### config.mk
export PLATFORM = sky130hd
export DESIGN_NAME = rp_operand_sequencer_flat
export DESIGN_NICKNAME = d
export VERILOG_FILES = /design/src/rtl/rp_operand_sequencer_pkg.sv /design/src/rtl/rp_operand_sequencer_if.sv /design/src/rtl/rp_operand_sequencer_fifo.sv /design/src/rtl/rp_operand_sequencer.sv /design/src/flat_wrapper.sv
export SDC_FILE = /design/constraint.sdc
export NUM_CORES = 1
export LEC_CHECK = 0
export ABC_CLOCK_PERIOD_IN_PS = 5700
export CORE_MARGIN = 2
export CORE_UTILIZATION = 45
export CTS_CLUSTER_SIZE = 25
export DETAILED_ROUTE_END_ITERATION = 10
export PLACE_DENSITY = 0.65
export SYNTH_ARGS = -nofsm -noshare
export SYNTH_HDL_FRONTEND = slang
export SYNTH_SLANG_ARGS = --single-unit
### constraint.sdc
create_clock -name Clk -period 5.7 [get_ports Clk]
set_clock_uncertainty 0.2 [all_clocks]
set_input_delay 0.57 -clock Clk [delete_from_list [all_inputs] [get_ports Clk]]
set_output_delay 0.57 -clock Clk [all_outputs]
set_load 0.03 [all_outputs]
### src/rtl/rp_operand_sequencer_pkg.sv
// rtl/rp_operand_sequencer_pkg.sv - shared constants and FSM state type for the RP operand sequencer
package rp_operand_sequencer_pkg;

    localparam int DATA_W      = 32;
    localparam int LATENCY_MAX = 15;
    // Counter wide enough for LATENCY_MAX.
    localparam int CNT_W       = $clog2(LATENCY_MAX + 1);

    typedef enum logic [1:0] {
        IDLE = 2'd0,
        WAIT = 2'd1,
        OUT  = 2'd2
    } seq_state_t;

endpackage

### src/rtl/rp_operand_sequencer_if.sv
// rtl/rp_operand_sequencer_if.sv - operand-pair input stream and result output stream
// Ports (signals):
//   s_valid/s_ready/s_ain/s_bin        operand pair stream, host -> sequencer
//   m_valid/m_ready/m_result/m_error   result stream, sequencer -> host
// master = host side, slave = sequencer side.
interface rp_operand_sequencer_if
    import rp_operand_sequencer_pkg::*;
    #(parameter int DATA_W = rp_operand_sequencer_pkg::DATA_W);

    logic              s_valid;
    logic              s_ready;
    logic [DATA_W-1:0] s_ain;
    logic [DATA_W-1:0] s_bin;
    logic              m_valid;
    logic              m_ready;
    logic [DATA_W-1:0] m_result;
    logic              m_error;

    modport master (
        output s_valid, s_ain, s_bin, m_ready,
        input  s_ready, m_valid, m_result, m_error
    );

    modport slave (
        input  s_valid, s_ain, s_bin, m_ready,
        output s_ready, m_valid, m_result, m_error
    );

endinterface

### src/rtl/rp_operand_sequencer_fifo.sv
// rtl/rp_operand_sequencer_fifo.sv - synchronous operand-pair FIFO (rp_op_fifo)
// Ports:
//   Clk, Reset_n        clock, asynchronous active-low reset
//   push, wdata         write strobe and data (ignored when full)
//   pop, rdata          read strobe (ignored when empty), head entry (show-ahead)
//   full, empty, level  status and occupancy
module rp_op_fifo #(
    parameter int WIDTH = 64,
    parameter int DEPTH = 4
) (
    input  logic                       Clk,
    input  logic                       Reset_n,
    input  logic                       push,
    input  logic [WIDTH-1:0]           wdata,
    input  logic                       pop,
    output logic [WIDTH-1:0]           rdata,
    output logic                       full,
    output logic                       empty,
    output logic [$clog2(DEPTH+1)-1:0] level
);

    localparam int PTR_W = $clog2(DEPTH);
    localparam int LVL_W = $clog2(DEPTH + 1);

    logic [WIDTH-1:0] mem [DEPTH];
    logic [PTR_W-1:0] wr_ptr;
    logic [PTR_W-1:0] rd_ptr;
    logic [LVL_W-1:0] count;
    logic             do_push;
    logic             do_pop;

    assign full    = (count == LVL_W'(DEPTH));
    assign empty   = (count == '0);
    assign do_push = push & ~full;
    assign do_pop  = pop & ~empty;
    assign rdata   = mem[rd_ptr];
    assign level   = count;

    always_ff @(posedge Clk or negedge Reset_n) begin
        if (!Reset_n) begin
            wr_ptr <= '0;
            rd_ptr <= '0;
            count  <= '0;
        end else begin
            if (do_push) wr_ptr <= wr_ptr + PTR_W'(1);
            if (do_pop)  rd_ptr <= rd_ptr + PTR_W'(1);
            case ({do_push, do_pop})
                2'b10:   count <= count + LVL_W'(1);
                2'b01:   count <= count - LVL_W'(1);
                default: count <= count;
            endcase
        end
    end

    // Storage needs no reset: contents are only visible through a valid count.
    always_ff @(posedge Clk) begin
        if (do_push) mem[wr_ptr] <= wdata;
    end

endmodule

### src/rtl/rp_operand_sequencer.sv
// rtl/rp_operand_sequencer.sv - feeds operand pairs to the math RP and returns its results
// Ports:
//   Clk, Reset_n            clock, asynchronous active-low reset
//   s (slave modport)       operand pair stream in, result stream out
//   rp_ain, rp_bin          operands to the RP (zero while decoupled)
//   rp_result               RP result, sampled LATENCY edges after operand load
//   rp_decouple             RP under reconfiguration
//   busy, level             activity flag and FIFO occupancy
module rp_operand_sequencer
    import rp_operand_sequencer_pkg::*;
#(
    parameter int DATA_W  = rp_operand_sequencer_pkg::DATA_W,
    parameter int DEPTH   = 4,
    parameter int LATENCY = 2
) (
    input  logic                       Clk,
    input  logic                       Reset_n,
    rp_operand_sequencer_if.slave      s,
    output logic [DATA_W-1:0]          rp_ain,
    output logic [DATA_W-1:0]          rp_bin,
    input  logic [DATA_W-1:0]          rp_result,
    input  logic                       rp_decouple,
    output logic                       busy,
    output logic [$clog2(DEPTH+1)-1:0] level
);

    seq_state_t          state_q, state_d;
    logic [CNT_W-1:0]    cnt_q;
    logic [DATA_W-1:0]   op_a, op_b;
    logic [DATA_W-1:0]   m_result_q;
    logic                m_error_q;
    logic                m_valid_q;
    logic                push, pop, full, empty;
    logic [2*DATA_W-1:0] head;

    // s_ready is gated by reset so nothing is accepted while the FIFO is held clear.
    assign s.s_ready = Reset_n & ~full & ~rp_decouple;
    assign push      = s.s_valid & s.s_ready;
    assign s.m_valid  = m_valid_q;
    assign s.m_result = m_result_q;
    assign s.m_error  = m_error_q;

    rp_op_fifo #(.WIDTH(2*DATA_W), .DEPTH(DEPTH)) u_fifo (
        .Clk     (Clk),
        .Reset_n (Reset_n),
        .push    (push),
        .wdata   ({s.s_ain, s.s_bin}),
        .pop     (pop),
        .rdata   (head),
        .full    (full),
        .empty   (empty),
        .level   (level)
    );

    always_ff @(posedge Clk or negedge Reset_n) begin
        if (!Reset_n) state_q <= IDLE;
        else          state_q <= state_d;
    end

    always_comb begin
        state_d = state_q;
        case (state_q)
            IDLE:    if (!empty && !rp_decouple)               state_d = WAIT;
            WAIT:    if (rp_decouple || cnt_q == CNT_W'(1))    state_d = OUT;
            OUT:     if (s.m_ready)                            state_d = IDLE;
            default:                                           state_d = IDLE;
        endcase
    end

    always_comb begin
        pop    = (state_q == IDLE) & ~empty & ~rp_decouple;
        busy   = (state_q != IDLE) | ~empty;
        rp_ain = rp_decouple ? '0 : op_a;
        rp_bin = rp_decouple ? '0 : op_b;
    end

    always_ff @(posedge Clk or negedge Reset_n) begin
        if (!Reset_n) begin
            op_a       <= '0;
            op_b       <= '0;
            cnt_q      <= '0;
            m_result_q <= '0;
            m_error_q  <= 1'b0;
            m_valid_q  <= 1'b0;
        end else begin
            case (state_q)
                IDLE: if (pop) begin
                    op_a  <= head[2*DATA_W-1:DATA_W];
                    op_b  <= head[DATA_W-1:0];
                    cnt_q <= CNT_W'(LATENCY);
                end
                WAIT: begin
                    cnt_q <= cnt_q - CNT_W'(1);
                    // Decouple wins even on the sample cycle: the RP output is untrustworthy.
                    if (rp_decouple) begin
                        m_result_q <= '0;
                        m_error_q  <= 1'b1;
                        m_valid_q  <= 1'b1;
                    end else if (cnt_q == CNT_W'(1)) begin
                        m_result_q <= rp_result;
                        m_error_q  <= 1'b0;
                        m_valid_q  <= 1'b1;
                    end
                end
                OUT: if (s.m_ready) m_valid_q <= 1'b0;
                default: ;
            endcase
        end
    end

endmodule

### src/flat_wrapper.sv
// flat-port wrapper written by rule: the top's interface ports become plain ports
module rp_operand_sequencer_flat import rp_operand_sequencer_pkg::*;
#(
    parameter int DATA_W  = rp_operand_sequencer_pkg::DATA_W,
    parameter int DEPTH   = 4,
    parameter int LATENCY = 2
)
  (Clk, Reset_n, rp_ain, rp_bin, rp_result, rp_decouple, busy, level, s_s_valid, s_s_ain, s_s_bin, s_m_ready, s_s_ready, s_m_valid, s_m_result, s_m_error);
  rp_operand_sequencer_if #(.DATA_W(DATA_W)) s_i ();
  input  logic Clk;
  input  logic Reset_n;
  output logic [DATA_W-1:0] rp_ain;
  output logic [DATA_W-1:0] rp_bin;
  input  logic [DATA_W-1:0] rp_result;
  input  logic rp_decouple;
  output logic busy;
  output logic [$clog2(DEPTH+1)-1:0] level;
  input wire logic [$bits(s_i.s_valid)-1:0] s_s_valid;
  input wire logic [$bits(s_i.s_ain)-1:0] s_s_ain;
  input wire logic [$bits(s_i.s_bin)-1:0] s_s_bin;
  input wire logic [$bits(s_i.m_ready)-1:0] s_m_ready;
  output wire logic [$bits(s_i.s_ready)-1:0] s_s_ready;
  output wire logic [$bits(s_i.m_valid)-1:0] s_m_valid;
  output wire logic [$bits(s_i.m_result)-1:0] s_m_result;
  output wire logic [$bits(s_i.m_error)-1:0] s_m_error;
  assign s_i.s_valid = s_s_valid;
  assign s_i.s_ain = s_s_ain;
  assign s_i.s_bin = s_s_bin;
  assign s_i.m_ready = s_m_ready;
  assign s_s_ready = s_i.s_ready;
  assign s_m_valid = s_i.m_valid;
  assign s_m_result = s_i.m_result;
  assign s_m_error = s_i.m_error;
  rp_operand_sequencer #(.DATA_W(DATA_W), .DEPTH(DEPTH), .LATENCY(LATENCY)) u_core (.Clk(Clk), .Reset_n(Reset_n), .s(s_i), .rp_ain(rp_ain), .rp_bin(rp_bin), .rp_result(rp_result), .rp_decouple(rp_decouple), .busy(busy), .level(level));
endmodule
==> results of run 1 <==
-- worst max-delay path: cells and delay by family --
kind / cells / cell delay (ps)
compound gates: 1 / 450
buf+inv: 4 / 1770
-- final timing paths --
kind	startpoint	slack, ps	endpoint	cells after the start
setup / recovery	Reset_n	2100	s_s_ready	5
hold / removal	u_core.s.m_result[31]	280	u_core.s.m_result[31]	2
setup reg to reg	u_core.u_fifo.rd_ptr[0]	2930	u_core.op_a[23]	3
hold reg to reg	u_core.s.m_result[31]	280	u_core.s.m_result[31]	2
max in group asynchronous	Reset_n	3990	u_core.op_b[8]	3
min in group asynchronous	Reset_n	360	u_core.s.m_result[7]	2
-- cells by family (layout without fill, tap and decap cells) --
logic type               Yosys count  after routing
adder cells (fa/ha/maj)           12             12
multiplexers                     130            130
AO/OA/AOI/OAI                     49             49
flip-flops                       367            367
buffers and inverters             55            294
XOR/XNOR                           6              6
AND/OR/NAND/NOR                  157            157
-- power by group through the flow --
stage	registers (uW)	clock network, uW	logic (uW)
2_1_floorplan	3850	0	1810
3_3_place_gp	3880	0	2720
3_5_place_dp	3890	0	2760
4_1_cts	3840	2720	2770
5_1_grt	3910	2830	2920
6_report	3810	2660	2720
-- layout by cell type (no fill, tap or decap), types with 3 or more instances in the layout --
cell             synthesis  final
edfxtp_1               256    256
clkdlybuf4s50_1          0    201
dfrtp_1                111    109
mux2_2                  66     66
nor2b_1                 64     64
mux4_2                  64     64
clkbuf_16                0     39
o21ai_0                 38     38
nand2_1                 36     36
nand2b_1                35     35
inv_1                   15     15
ha_1                    11     11
bufinv_16                0      9
clkinv_2                 0      8
buf_4                    1      8
nor2_1                   6      6
clkbuf_1                19      6
and3_4                   0      4
clkinv_1                 0      4
xnor2_1                  3      3
xor2_1                   3      3
-- metrics by stage --
step | utilization [%] | total power [uW]
2_1_floorplan | - | 5650
3_3_place_gp | 53.2 | 6600
3_5_place_dp | 53.2 | 6650
4_1_cts | 57.6 | 9320
5_1_grt | 57.6 | 9650
6_report | 57.6 | 9190
-- registers in the layout (all words and copies together), names as in the netlist --
signal                cells
u_core.u_fifo.mem       256
u_core.cnt_q              4
u_core.u_fifo.rd_ptr      2
u_core.s.m_valid          1
u_core.u_fifo.wr_ptr      2
u_core.u_fifo.level       3
u_core.s.m_error          1
u_core.state_q            2
u_core.s.m_result        32
u_core.op_a              32
u_core.op_b              32
-- what timing repair did --
item | in CTS | in global routing
buffers inserted | 0 | 0
hold endpoints to repair | 29 | 0
hold buffers | 1 | 0
resized for setup | 0 | 0
-- per-layer routing --
layer  wire [um]  vias to the layer above  global-route usage [%]
met1       12400                     3699                    23.5
met2       13200                      221                    27.9
met3        1730                       42                    3.51
li1            -                     3350                       -
met5          16                        -                       0
met4         508                        2                    4.58
-- layout make-up --
| class | instances | area, um^2 | share of cell area [%] |
|---|---|---|---|
| clock inverters | 23 | 343 | 1.90 |
| inverters | 15 | 56.3 | 0.312 |
| well taps | 402 | 503 | 2.78 |
| clock buffers | 46 | 1010 | 5.60 |
| flip-flops and latches | 367 | 10500 | 57.9 |
| repair buffers | 210 | 2080 | 11.5 |
| multi-input cells | 354 | 3600 | 19.9 |
==> flow_metrics.py, run 1 <==
metrics = {
    "outcome": {
        "status": "finished, final reports clean",
    },
    "place": {
        "place_area_um2": 16700,
        "dp.cells": 1347,
        "pre_cts_slack_ps": 2500,
        "place_congestion": 0.694,
        "io_buffers": 203,
        "dpl.hpwl_mm": 16.5,
    },
    "clocking": {
        "cts.htree.levels": 2,
        "cts_tree": "done",
        "clock-sinks": 367,
        "clockRootBuffer": "clkbuf_16",
        "cts_buffers": 38,
        "clkTransAtPathRegs_ps": 50,
        "clock_latency_ps": 510,
        "clock_path_buffers": 3,
    },
    "die": {
        "fp.dieArea_um2": 33200,
        "coreArea_um2": 31400,
        "start_util_pct": 45.6,
        "die_w_um": 182,
        "chipHeight_um": 182,
        "placementRows": 65,
        "io_pins": 204,
    },
    "final_layout": {
        "layout-drive-gt1-share_pct": 20.5,
        "syn_to_final_growth_pct": 26.3,
        "num-fill-cells": 2413,
        "fin_nets": 1099,
        "stdcell_count": 1417,
        "n_antenna_cell": 0,
        "final_area_um2": 18100,
    },
    "synth": {
        "ys_seq_area_share_pct": 73.1,
        "yosys.area.top_type": "edfxtp_1",
        "yosys.area_share.simple_pct": 6.23,
        "avgSynthCellArea_um2": 18.4,
        "synthAdderAreaFrac_pct": 1.10,
        "synth_seq_cells": 367,
        "yosys_most_used_dff": "edfxtp_1",
        "synthTopCellsByCount": "edfxtp_1 (256), dfrtp_1 (111), mux2_2 (66)",
        "syn_nets": 889,
        "yosys-top-cells-area": "edfxtp_1 (54%), dfrtp_1 (19%), mux4_2 (10%)",
        "synth-edff-count": 256,
        "synth_top_family_by_area": "multiplexers",
        "ys_types": 37,
        "synth.area.mux_share_pct": 15.3,
        "synth_cells": 776,
        "netlist_area_um2": 14300,
        "yosysWarnings": 0,
        "async_flop_share_pct": 30.2,
        "synth_compound_area_share_pct": 1.96,
        "synth_xor_xnor_area_share_pct": 0.367,
        "yosysMostFrequentCell": "edfxtp_1",
        "synth_top_area_share_pct": 53.7,
    },
    "drt": {
        "first_pass_iters": 6,
        "drc_errors": 0,
        "ant_nets": 0,
        "vias": 7314,
        "drt_iter0_drc": 439,
        "via_per_inst": 5.16,
        "drt-total-wl_mm": 27.8,
        "post_drt_wl_per_cell_um": 19.6,
    },
    "global_routing": {
        "gr-total-overflow": 0,
        "grt_pass1_vias": 7564,
        "antenna_found_initial": 1,
        "grt_max_degree": 68,
        "grt_use_total_pct": 17.0,
        "grt_pass1_wl_mm": 43.3,
    },
    "timing": {
        "fin_tns_setup_ps": 0,
        "hold_violations": 0,
        "setup_viol": 0,
        "whs_ps": 276,
        "layout_min_cycle_time_ps": 3600,
        "worst_slew_margin_rel_pct": 30.9,
        "tightest_slew_ps": 1040,
        "clock.fmax_mhz": 278,
        "grt_setup_unrepaired": "false",
        "fin_crit_sh_pct": 63.1,
        "slew_violations": 0,
        "setup_slack_ps": 2100,
    },
    "power": {
        "ir_worst_vdd_uv": 232,
        "power.density_nw_per_um2": 509,
        "seqPwrFrac_pct": 41.5,
        "pwr-share-comb_pct": 29.6,
        "clockPowerShare_pct": 28.9,
        "p_sw_uw": 2720,
        "p_leak_uw": 0.00637,
        "swShare_pct": 29.6,
        "p_int_uw": 6470,
    },
    "worst_setup_path": {
        "cp_slowest_cell": "clkdlybuf4s50_1",
        "crit_required_ps": 4930,
        "crit_arrival_ps": 2830,
        "crit_type": "in -> out",
        "crit_fanout": 32,
        "worstPathCellList": "dlygate4sd3_1 > buf_4 > inv_1 > a311oi_2 > clkdlybuf4s50_1",
        "cpPeakStageDelay_ps": 770,
        "cp-end-kind": "primary output",
        "start_kind": "input pin",
    },
    "flow_run": {
        "maxCapViolCount": 0,
    },
    "worst_hold_path": {
        "hp-class": "reg -> reg",
    },
}
Note: power is estimated with default switching activity, not from simulation.
==> run 2: changes to the inputs <==
- ABC_CLOCK_PERIOD_IN_PS: 5700 -> 3200
- PLACE_DENSITY: 0.65 -> 0.68
- clock period: 5.7 -> 3.2 ns (I/O delays scaled with it)
==> run 2 against run 1 <==
- sequential share of layout area down 0.24 points
- hold slack worse by 100 ps
- clock power up 58%
- count of clock-buffer cells in the layout up 12
- total power up 73%
- die area unchanged
- critical path depth down 2
- via count up 0.83%
- combinational power up 88%
- largest power group unchanged
==> flow_metrics.py, run 2 (synthesized netlist as in run 1, its figures left out) <==
metrics = {
    "clocking": {
        "clock-sinks": 367,
        "cts.htree.levels": 2,
        "clockRootBuffer": "clkbuf_16",
        "clock_latency_ps": 520,
        "cts_tree": "done",
        "cts_buffers": 40,
        "clock_path_buffers": 3,
        "clkTransAtPathRegs_ps": 60,
    },
    "timing": {
        "hold_violations": 0,
        "slew_violations": 0,
        "grt_setup_unrepaired": "false",
        "fin_tns_setup_ps": 0,
        "layout_min_cycle_time_ps": 2810,
        "tightest_slew_ps": 840,
        "fin_crit_sh_pct": 87.7,
        "worst_slew_margin_rel_pct": 44.0,
        "clock.fmax_mhz": 356,
        "whs_ps": 173,
        "setup_viol": 0,
    },
    "flow_run": {
        "maxCapViolCount": 0,
    },
    "global_routing": {
        "grt_max_degree": 68,
        "grt_use_total_pct": 17.3,
        "grt_pass1_wl_mm": 44.5,
        "gr-total-overflow": 0,
        "antenna_found_initial": 1,
        "grt_pass1_vias": 7880,
    },
    "die": {
        "fp.dieArea_um2": 33200,
        "placementRows": 65,
        "chipHeight_um": 182,
        "coreArea_um2": 31400,
        "start_util_pct": 45.6,
        "io_pins": 204,
        "die_w_um": 182,
    },
    "worst_setup_path": {
        "crit_required_ps": 2680,
        "reg2reg_slack_ps": 760,
        "worstRegToRegCells": 8,
        "worstSetupEndpoint": "s_s_ready",
        "start_kind": "flip-flop",
        "startpoint": "u_core.u_fifo.level[0]",
        "cpPeakStageDelay_ps": 760,
        "crit_arrival_ps": 2290,
        "crit_fanout": 6,
        "reg2reg_from": "u_core.u_fifo.level[0]",
        "worstPathCellList": "inv_1 > a311oi_2 > clkdlybuf4s50_1",
        "cp-end-kind": "primary output",
        "crit_type": "reg -> out",
        "cp_slowest_cell": "clkdlybuf4s50_1",
        "rr_endpoint": "u_core.u_fifo.level[1]",
    },
    "worst_hold_path": {
        "hp-class": "in -> reg",
    },
    "place": {
        "place_congestion": 0.702,
        "dpl.hpwl_mm": 17.0,
        "dp.cells": 1361,
        "io_buffers": 203,
    },
    "power": {
        "swShare_pct": 30.5,
        "p_sw_uw": 4850,
        "seqPwrFrac_pct": 41.5,
        "power.density_nw_per_um2": 877,
        "p_int_uw": 11100,
        "clockPowerShare_pct": 26.4,
        "p_total_uw": 15900,
        "ir_worst_vdd_uv": 515,
        "p_leak_uw": 0.00638,
        "pwr-share-comb_pct": 32.1,
    },
    "drt": {
        "post_drt_wl_per_cell_um": 19.7,
        "ant_nets": 0,
        "via_per_inst": 5.14,
        "first_pass_iters": 6,
        "drt_iter0_drc": 376,
        "vias": 7375,
        "drc_errors": 0,
        "drt-total-wl_mm": 28.3,
    },
    "final_layout": {
        "fin_nets": 1115,
        "top_register": "u_core.u_fifo.mem",
        "syn_to_final_growth_pct": 26.8,
        "n_antenna_cell": 0,
        "multi_input_area_um2": 3600,
        "layout_common_cells": "edfxtp_1 (256), clkdlybuf4s50_1 (201), dfrtp_1 (109)",
        "largest_reg_flops": 256,
        "layout-drive-gt1-share_pct": 20.8,
        "seqCellArea_um2": 10500,
        "final_common_cell": "edfxtp_1",
        "stdcell_count": 1434,
        "num-fill-cells": 2382,
    },
    "outcome": {
        "status": "finished, final reports clean",
    },
}
## run 2: changes by cell type in the layout (fill, tap and decap cells not counted)
cell        previous run  this run
clkbuf_8               1         2
buf_12                 0        10
clkbuf_1               6        16
clkinv_4               1         0
clkinv_2               8         5
buf_4                  8        12
clkinvlp_4             0         2
clkbuf_16             39        40
bufinv_16              9         1
clkinv_8               0         1
## run 2: metal layers
metal / track usage (%) / vias up / part of all wire [%]
met1: 21.9 / 3731 / 42
met5: 0 / - / 0.046
li1: - / 3386 / -
met3: 4.41 / 43 / 6.3
met2: 30.1 / 213 / 49
met4: 4.42 / 2 / 1.8
## run 2: critical path, delay by kind of cell (launching register included)
| family | cells | cell delay [ps] |
|---|---|---|
| AOI/OAI and AO/OA | 1 | 460 |
| DFF | 1 | 440 |
| buffers and inverters | 2 | 870 |
## run 2: power groups by stage
stage | clock (uW) | sequential (uW) | combinational (uW)
after floorplan | 0 | 6850 | 3220
after global placement | 0 | 6680 | 5120
after detailed placement | 0 | 6720 | 5170
after CTS | 4320 | 6640 | 5200
after global routing | 4500 | 6740 | 5500
final | 4210 | 6610 | 5100
## run 2: final cells by class
type,count,area share [%]
well taps,402,2.77
clock buffers,58,6.00
flip-flops and latches,367,57.7
multi-input cells,354,19.9
clock inverters,14,0.607
inverters,15,0.310
repair buffers,224,12.7
## run 2: through the flow
| step | setup WS [ps] | instance area, um^2 | util (%) |
|---|---|---|---|
| final | 392 | 18100 | 57.8 |
| after global routing | 249 | 18100 | 57.8 |
| after CTS | 332 | 18100 | 57.8 |
| after detailed placement | 737 | 16900 | 54.0 |
| after global placement | 773 | 16900 | 54.0 |
| after floorplan | 183 | 14300 | - |
## run 2: repair_timing
| item | CTS | global route |
|---|---|---|
| gates resized for setup | 0 | 0 |
| setup buffers | 0 | 0 |
| endpoints found under the hold margin | 54 | 0 |
| hold buffers | 1 | 0 |
## run 2: worst min path at each step
| stage | startpoint | to | slack, ps | cells after the start |
|---|---|---|---|---|
| detailed placement | u_core.s.m_result[23] | u_core.s.m_result[23] | 270 | 2 |
| CTS | rp_result[19] | u_core.s.m_result[19] | 150 | 3 |
| finish | rp_result[19] | u_core.s.m_result[19] | 170 | 3 |
| global placement | u_core.s.m_result[12] | u_core.s.m_result[12] | 260 | 2 |
| global route | rp_result[20] | u_core.s.m_result[20] | 170 | 3 |
| floorplan | Reset_n | u_core.cnt_q[0] | -180 | 0 |
